File: src/rtl/muldiv_unit.sv
// Iterative RV32M multiply/divide unit for the Execute stage: radix-2 shift-add
// multiply, restoring divide, one bit per cycle, stall-release via isDone.
module muldiv_unit #(
  parameter int DATA_WIDTH = 32
) (
  input  logic                  clk,
  input  logic                  rst_n,
  input  logic                  isMulE,
  input  logic                  killE,
  input  logic [2:0]            funct3E,
  input  logic [DATA_WIDTH-1:0] srcAE,
  input  logic [DATA_WIDTH-1:0] srcBE,
  output logic                  isDone,
  output logic [DATA_WIDTH-1:0] mulResultE
);
  localparam int W  = DATA_WIDTH;
  localparam int CW = (W > 1) ? $clog2(W) : 1;

  localparam logic [1:0] IDLE = 2'd0;
  localparam logic [1:0] BUSY = 2'd1;
  localparam logic [1:0] DONE = 2'd2;

  localparam logic [W-1:0] SMIN = {1'b1, {(W-1){1'b0}}};

  typedef struct packed {
    logic is_mul;
    logic hi;
    logic rem;
    logic neg;
  } op_t;

  logic [1:0]     state;
  logic [CW-1:0]  cnt;
  op_t            op;
  logic [W-1:0]   bmag;
  logic [2*W-1:0] prod;
  logic [W-1:0]   quot;
  logic [W-1:0]   remr;

  // operand decode in IDLE
  logic           a_sgn, b_sgn, a_neg, b_neg, div0, ovf;
  logic [W-1:0]   a_mag, b_mag, spec_res;
  op_t            op_in;

  always_comb begin
    a_sgn = (funct3E == 3'b001) || (funct3E == 3'b010) ||
            (funct3E == 3'b100) || (funct3E == 3'b110);
    b_sgn = (funct3E == 3'b001) || (funct3E == 3'b100) || (funct3E == 3'b110);
    a_neg = a_sgn & srcAE[W-1];
    b_neg = b_sgn & srcBE[W-1];
    a_mag = a_neg ? -srcAE : srcAE;
    b_mag = b_neg ? -srcBE : srcBE;
    div0  = funct3E[2] && (srcBE == '0);
    ovf   = funct3E[2] && !funct3E[0] && (srcAE == SMIN) && (srcBE == '1);
    if (funct3E[1]) spec_res = div0 ? srcAE : '0;
    else            spec_res = div0 ? '1 : SMIN;
    op_in.is_mul = ~funct3E[2];
    op_in.hi     = (funct3E[1:0] != 2'b00);
    op_in.rem    = funct3E[1];
    // remainder follows the dividend sign, everything else the product/quotient sign
    op_in.neg    = (funct3E[2] & funct3E[1]) ? a_neg : (a_neg ^ b_neg);
  end

  // one iteration of both datapaths; only the one matching op is consumed
  logic [W:0]     msum, r_sh, r_df;
  logic [2*W-1:0] prod_nx, prod_fin;
  logic [W-1:0]   quot_nx, rem_nx, quot_fin, rem_fin, res_fin;

  always_comb begin
    msum     = {1'b0, prod[2*W-1:W]} + {1'b0, (prod[0] ? bmag : {W{1'b0}})};
    prod_nx  = {msum, prod[W-1:1]};
    r_sh     = {remr, quot[W-1]};
    r_df     = r_sh - {1'b0, bmag};
    quot_nx  = {quot[W-2:0], ~r_df[W]};
    rem_nx   = r_df[W] ? r_sh[W-1:0] : r_df[W-1:0];
    // full-width negate so high-half results of signed multiplies are correct
    prod_fin = op.neg ? -prod_nx : prod_nx;
    quot_fin = op.neg ? -quot_nx : quot_nx;
    rem_fin  = op.neg ? -rem_nx  : rem_nx;
    if (op.is_mul) res_fin = op.hi ? prod_fin[2*W-1:W] : prod_fin[W-1:0];
    else           res_fin = op.rem ? rem_fin : quot_fin;
  end

  always_ff @(posedge clk or negedge rst_n) begin
    if (!rst_n) begin
      state      <= IDLE;
      cnt        <= '0;
      op         <= '0;
      bmag       <= '0;
      prod       <= '0;
      quot       <= '0;
      remr       <= '0;
      mulResultE <= '0;
    end else begin
      case (state)
        IDLE: begin
          if (isMulE && !killE) begin
            if (div0 || ovf) begin
              state      <= DONE;
              mulResultE <= spec_res;
            end else begin
              state <= BUSY;
              cnt   <= '0;
              op    <= op_in;
              bmag  <= b_mag;
              prod  <= {{W{1'b0}}, a_mag};
              quot  <= a_mag;
              remr  <= '0;
            end
          end
        end
        BUSY: begin
          if (killE) begin
            state <= IDLE;
          end else begin
            prod <= prod_nx;
            quot <= quot_nx;
            remr <= rem_nx;
            cnt  <= cnt + CW'(1);
            if (cnt == CW'(W-1)) begin
              state      <= DONE;
              mulResultE <= res_fin;
            end
          end
        end
        DONE:    state <= IDLE;
        default: state <= IDLE;
      endcase
    end
  end

  assign isDone = (state == DONE);

endmodule

File: config.mk
export PLATFORM = sky130hd
export DESIGN_NAME = muldiv_unit
export DESIGN_NICKNAME = d
export VERILOG_FILES = /design/src/rtl/muldiv_unit.sv
export SDC_FILE = /design/constraint.sdc
export NUM_CORES = 1
export LEC_CHECK = 0
export ABC_AREA = 1
export ABC_CLOCK_PERIOD_IN_PS = 5200
export CORE_MARGIN = 2
export CORE_UTILIZATION = 45
export CTS_CLUSTER_SIZE = 10
export DETAILED_ROUTE_END_ITERATION = 16
export PLACE_DENSITY = 0.63
export SYNTH_ARGS = -nofsm -noshare
export SYNTH_HDL_FRONTEND = slang
export SYNTH_SLANG_ARGS = --single-unit
File: constraint.sdc
create_clock -name clk -period 5.2 [get_ports clk]
set_input_delay 1.04 -clock clk [delete_from_list [all_inputs] [get_ports clk]]
set_output_delay 1.04 -clock clk [all_outputs]
set_load 0.03 [all_outputs]
======== After elaboration in Yosys (flattened, before gate mapping) ========
Cells that the tools add are included.
word-level totals
  flip-flop bits (word level) ............. 203
  logic and storage cells ................. 102
  output and inout bits ................... 33
operators by class
  reduce and logical (&&, ||, !) cells .... 21
  equal/unequal tests ..................... 15
  muxes and demuxes ....................... 40
  bitwise logic cells ..................... 7
  add/sub/neg operators ................... 8
operators with widths
  cell                    number
  $mux W32                21
  $mux W64                4
  $pmux W32 S2            3
  $neg A32 Y32            4
  $pmux W64 S2            1
  $eq A32 B32 Y1 const B  2
  $neg A64 Y64            1
  $add A32 B32 Y33        1
  $sub A33 B32 Y33        1
  $logic_not A32 Y1       1
  $mux W31                1
  $mux W5                 3
  $ne A2 B2 Y1 const B    5
  $pmux W5 S2             1
  $mux W2                 4
  $eq A3 B3 Y1 const B    2
  $logic_or A1 B1 Y1      6
  $add A5 B1 Y5 const B   1
  $eq A5 B5 Y1 const B    1
  $logic_and A1 B1 Y1     5
  $reduce_and A5 Y1       1
  $pmux W2 S2             1
  $reduce_and A4 Y1       1
  $reduce_bool A2 Y1      2
  13 further kinds        18

======== Longest topological paths before layout ========
  depth in word-level cells ............... 9
  gate-level depth with buffers ........... 31

======== Least setup slack after synthesis ========
No wires, ideal clock.
  kind .................................... register to register
  from .................................... reg bmag[0]
  to ...................................... reg mulResultE[30]
  library setup time ...................... 120 ps
  stages on the path, launching flop included .. 31
  arrival time ............................ 4,152 ps
  setup slack ............................. 928 ps
  path through ............................ dfrtp_1 ha_1 fa_1 inv_1 nand2_1 nand2_1 nand3_1 nand2_2 nand2_2 nand2_4 nand2_4 nand2_4 nand2_4 nand2_2 buf_6 buf_2 ha_1 inv_1 nor3_1 nand3_1 nor3_1 nand4_1 nor2_1 nand3_1 o21ai_1 o21ai_0 or2_1 a21oi_1 nand2_1 nand2_1 a21oi_2
on the way
  cells in the longest elaborated chain, start to end .. 9
  elaborated cells on any way between the ends .. 17
  classes of those cells .................. add/sub (5); mux (11); bitwise (1)
ends and longest elaborated chain
  element                                         RTL line  text
  start, declared                                 35        logic [W-1:0] bmag;
  start signal, assigned                          105       bmag <= b_mag;
  $mux W32 or $sub A33 B32 Y33 (tied branches)    70, 73
  $add A32 B32 Y33, or another cell as far along  70        msum = {1'b0, prod[2*W-1:W]} + {1'b0, (prod[0] ? bmag : {W{1'b0}})};
  $neg A64 Y64, or another cell as far along      77        prod_fin = op.neg ? -prod_nx : prod_nx;
  $mux W64, or another cell as far along          77
  $mux W32, on equally long branches              80, 81
  $mux W32 *                                      80        if (op.is_mul) res_fin = op.hi ? prod_fin[2*W-1:W] : prod_fin[W-1:0];
  $mux W32 *                                      120       if (cnt == CW'(W-1)) begin
  $mux W32 *                                      113       if (killE) begin
  $pmux W32 S2 *                                  95        case (state)
  end signal, assigned                            100       mulResultE <= spec_res;
  end signal, assigned                            122       mulResultE <= res_fin;
  end, declared                                   14        output logic [DATA_WIDTH-1:0] mulResultE
Every way passes the cells marked *; elsewhere a longest branch is shown, timed or not. The select of a mux whose other input is x is not followed.
A chain may end at the register's enable or synchronous reset.

======== Final worst setup path ========
  from .................................... reg prod[0]
  to ...................................... reg mulResultE[26]
on the way
  cells in the longest elaborated chain, start to end .. 9
ends and longest elaborated chain
  element                   RTL line  text
  start, declared           36        logic [2*W-1:0] prod;
  start signal, assigned    106       prod <= {{W{1'b0}}, a_mag};
  start signal, assigned    116       prod <= prod_nx;
  $mux W32 *                70
  $add A32 B32 Y33 *        70
  $neg A64 Y64              77
  $mux W64 *                77
  $mux W32 * (2 in series)  80
  $mux W32 *                120
  $mux W32 *                113
  $pmux W32 S2 *            95
Marks and branches as above.

==> summary.md <==
| Metric | Value |
|---|---|
| Critical Path Max Stage Delay | `780 ps` |
| Avg WL per Cell | `22.0 µm` |
| Post-Synthesis Cells | `3442` |
| Part of the power in combinational logic | `72.7%` |
| Ratio of cells with drive above 1 in the final layout | `4.83%` |
| CP bufs+invs | `3` |
| Net Switching | `0.0111 W` |
| Post-detailed-placement half-perimeter wirelength | `71600 µm` |
| Largest net degree at the start of global routing | `126` |
| Syn Area/Cell | `5.94 µm²` |
| Type of the worst min-delay path | `input port to asynchronous set/reset pin` |
| FF/Latch Area | `0.00508 mm²` |
| Die width | `217 µm` |
| Static Leak | `11.7 nW` |
| Reg-to-reg slack, setup | `470 ps` |
| Sequential share of power | `16.1%` |
| Worst Setup Start Kind | `flop` |
| Clk buf depth | `3` |
| Sequential share of the synthesized area | `24.8%` |
| Slowest CP cell | `dfrtp_1` |
| Rel. slew slack | `38.2%` |
| CORE AREA | `0.0451 mm²` |
| Area delta synth->final | `12.7%` |
| Critical path endpoint category | `flop` |
| Status | `completed` |
| Net Sw Frac | `60.0%` |
| Port Buffers | `103` |
| Post-layout instance area | `0.0231 mm²` |
| Initial DRC count | `2884` |
| Syn Nets | `3587` |
| Worst Skew | `12.5 ps` |
| Number of flops mapped to enable cells by yosys | `0` |
| CTS tree | `built` |
| Initial Utilization | `45.4%` |
| Die height | `217 µm` |
| Placer Congestion | `1.03` |
| # DRC | `0` |
| Async SR Flop Fraction | `100%` |
| CTS Hold Bufs | `0` |
| Die area | `0.0472 mm²` |
| Ports | `104` |
| Clk slew on worst S/H paths | `60 ps` |
| Data required, critical path | `5710 ps` |
| Fin. Hold Viols | `0` |
| CTS Sinks | `203` |
| Root buffer cell | `clkbuf_16` |
| GRT overflow | `0` |
| Final Util | `51.1%` |
| Average vias per placed instance | `5.87` |
| Cell Area, Synth | `0.0205 mm²` |
| Post-CTS Setup Repair Bufs | `0` |
| Multi-input logic area | `0.0130 mm²` |
| Final worst path period need | `4730 ps` |
| Post-Route Setup TNS | `0 ps` |
| Worst-path maximum fanout | `14` |
| PD cells | `802 mW/mm²` |
| Post-synthesis cell type count | `56` |
| Placed inst area | `0.0221 mm²` |
| Drt first pass iters | `6` |
| Crit path max-delay family | `simple AND/OR/NAND/NOR gates` |
| CTS buffer count | `28` |
| Number of fill cells in the layout | `4764` |
| First-pass GRT wire length | `136000 µm` |
| H-tree levels | `1` |
| Total GRT Usage | `37.9%` |
| Post-CTS sizing | `0` |
| Detailed-route via count | `24200` |
| Worst-margin pin slew | `926 ps` |
| CP Class | `flop to flop` |
| Clock Latency Late Sink | `580 ps` |
| # diodes | `0` |
| Final setup violating endpoints | `0` |
| Vias in the first global route | `22200` |
| Int Power | `0.00739 W` |
| Post-synth top flop | `dfrtp_1` |
| Clock Power Share | `11.2%` |
| Hold Worst Slack | `481 ps` |
| Max Cap Viol | `0` |
| Crit-path cells | `buf_4, buf_4, nand2_1, inv_1, ha_1, a21oi_1, o21ai_0, a21oi_1, nand4_1, nand2_1, nand2_1, nor2_1, nand3_1, nand3_1, nand3_1, a21oi_1, nand2_1, a21oi_1` |
| DRT antenna net count | `0` |
| RSZ-0062 raised after global routing | `no` |
| Final worst-path cycle share | `91.0%` |
| Ys Warns | `0` |
| Worst path arrival time | `5240 ps` |
| Count of pins over their slew limit | `0` |
| F_max | `211 MHz` |
| # nets final | `3648` |
| Maximum vdd drop | `502 µV` |
| Synth Register Bits | `203` |
| Initial antenna violation count | `1` |
| Final WL | `90800 µm` |
| Row count | `78` |
synthesized netlist by cell type (4+ instances only):
master,count,area (µm²)
a21o_1,4,30.0
a21oi_1,199,996
a21oi_2,7,61.3
a31oi_1,31,194
and2_1,8,50.1
buf_1,19,71.3
buf_2,8,40.0
clkbuf_1,81,304
clkinv_1,5,18.8
dfrtp_1,203,5080
ha_1,72,901
inv_1,500,1880
inv_2,4,15.0
nand2_1,1019,3820
nand2_2,29,181
nand2_4,7,78.8
nand3_1,268,1340
nand3b_1,24,180
nand4_1,62,388
nor2_1,362,1360
nor2_2,11,68.8
nor2_4,4,45.0
nor3_1,56,280
nor4_1,9,56.3
o211ai_1,23,173
o21ai_0,222,1110
o21ai_1,7,35.0
o221ai_1,59,517
o22ai_1,31,194
o31ai_1,6,45.0
or2_2,8,50.1
xnor2_1,16,140
xor2_1,39,342
metal layers:
metal / GRT usage (%) / vias to the layer above / wire length [µm]
met5: 0 / - / 0
met4: 15.1 / 0 / 4020
met3: 8.79 / 192 / 9490
met2: 56.5 / 1283 / 38200
met1: 52.7 / 11400 / 39100
li1: - / 11300 / -
state kept, by name, summed over array words and instances (netlist names):
register	cells
bmag	32
cnt	5
mulResultE	32
op	4
prod	64
quot	32
remr	32
state	2
cells by family after synthesis:
logic type               share of synthesized area, %
AO/OA/AOI/OAI                                    17.3
XOR/XNOR                                         2.36
buffers and inverters                            11.8
flip-flops                                       24.8
adder cells (fa/ha/maj)                          4.60
multiplexers                                   0.0489
AND/OR/NAND/NOR                                  39.1
cell usage in the layout (no fill, tap or decap), drive strengths merged, types with 6 or more instances in the layout:
| master | instances |
|---|---|
| nand2 | 1055 |
| inv | 502 |
| nor2 | 377 |
| nand3 | 271 |
| o21ai | 232 |
| a21oi | 207 |
| dfrtp | 203 |
| clkdlybuf4s50 | 102 |
| ha | 72 |
| nand4 | 62 |
| o221ai | 59 |
| nor3 | 58 |
| buf | 44 |
| clkbuf | 42 |
| xor2 | 39 |
| a31oi | 31 |
| o22ai | 31 |
| nand3b | 24 |
| o211ai | 23 |
| xnor2 | 16 |
| clkinv | 10 |
| nor4 | 9 |
| or2 | 9 |
| and2 | 8 |
| o31ai | 6 |
power groups by stage:
stage	combinational [W]	clock [W]	sequential, W
final	0.0134	0.00207	0.00297
after global routing	0.0147	0.00215	0.00303
after CTS	0.0131	0.00210	0.00293
after detailed placement	0.0130	0	0.00295
after global placement	0.0129	0	0.00293
after floorplan	0.00876	0	0.00293
final timing paths:
kind | startpoint | end | depth (start not counted)
max in group asynchronous | rst_n | prod[33]$_DFFE_PN0P_ | 2
worst min register to register | prod[62]$_DFFE_PN0P_ | prod[62]$_DFFE_PN0P_ | 2
worst max register to register | prod[0]$_DFFE_PN0P_ | mulResultE[26]$_DFFE_PN0P_ | 18
worst max-delay path | prod[0]$_DFFE_PN0P_ | mulResultE[26]$_DFFE_PN0P_ | 18
worst min-delay path | rst_n | prod[47]$_DFFE_PN0P_ | 1
min in group clk | prod[62]$_DFFE_PN0P_ | prod[62]$_DFFE_PN0P_ | 2
layout make-up:
class,instances,area share [%]
clock inverters,8,0.619
clock buffers,41,3.56
flip-flops and latches,203,22.1
well taps,600,3.26
inverters,509,8.30
repair buffers,147,5.98
multi-input cells,2614,56.2
stage by stage:
step / setup WS [ps] / total power [W] / instances
floorplan: 928 / 0.0117 / 3442
global placement: 617 / 0.0158 / 4073
detailed placement: 613 / 0.0160 / 4073
CTS: 584 / 0.0181 / 4122
global route: 74.8 / 0.0199 / 4122
finish: 466 / 0.0185 / 4122
No activity file was read; power rests on OpenSTA's default activity.
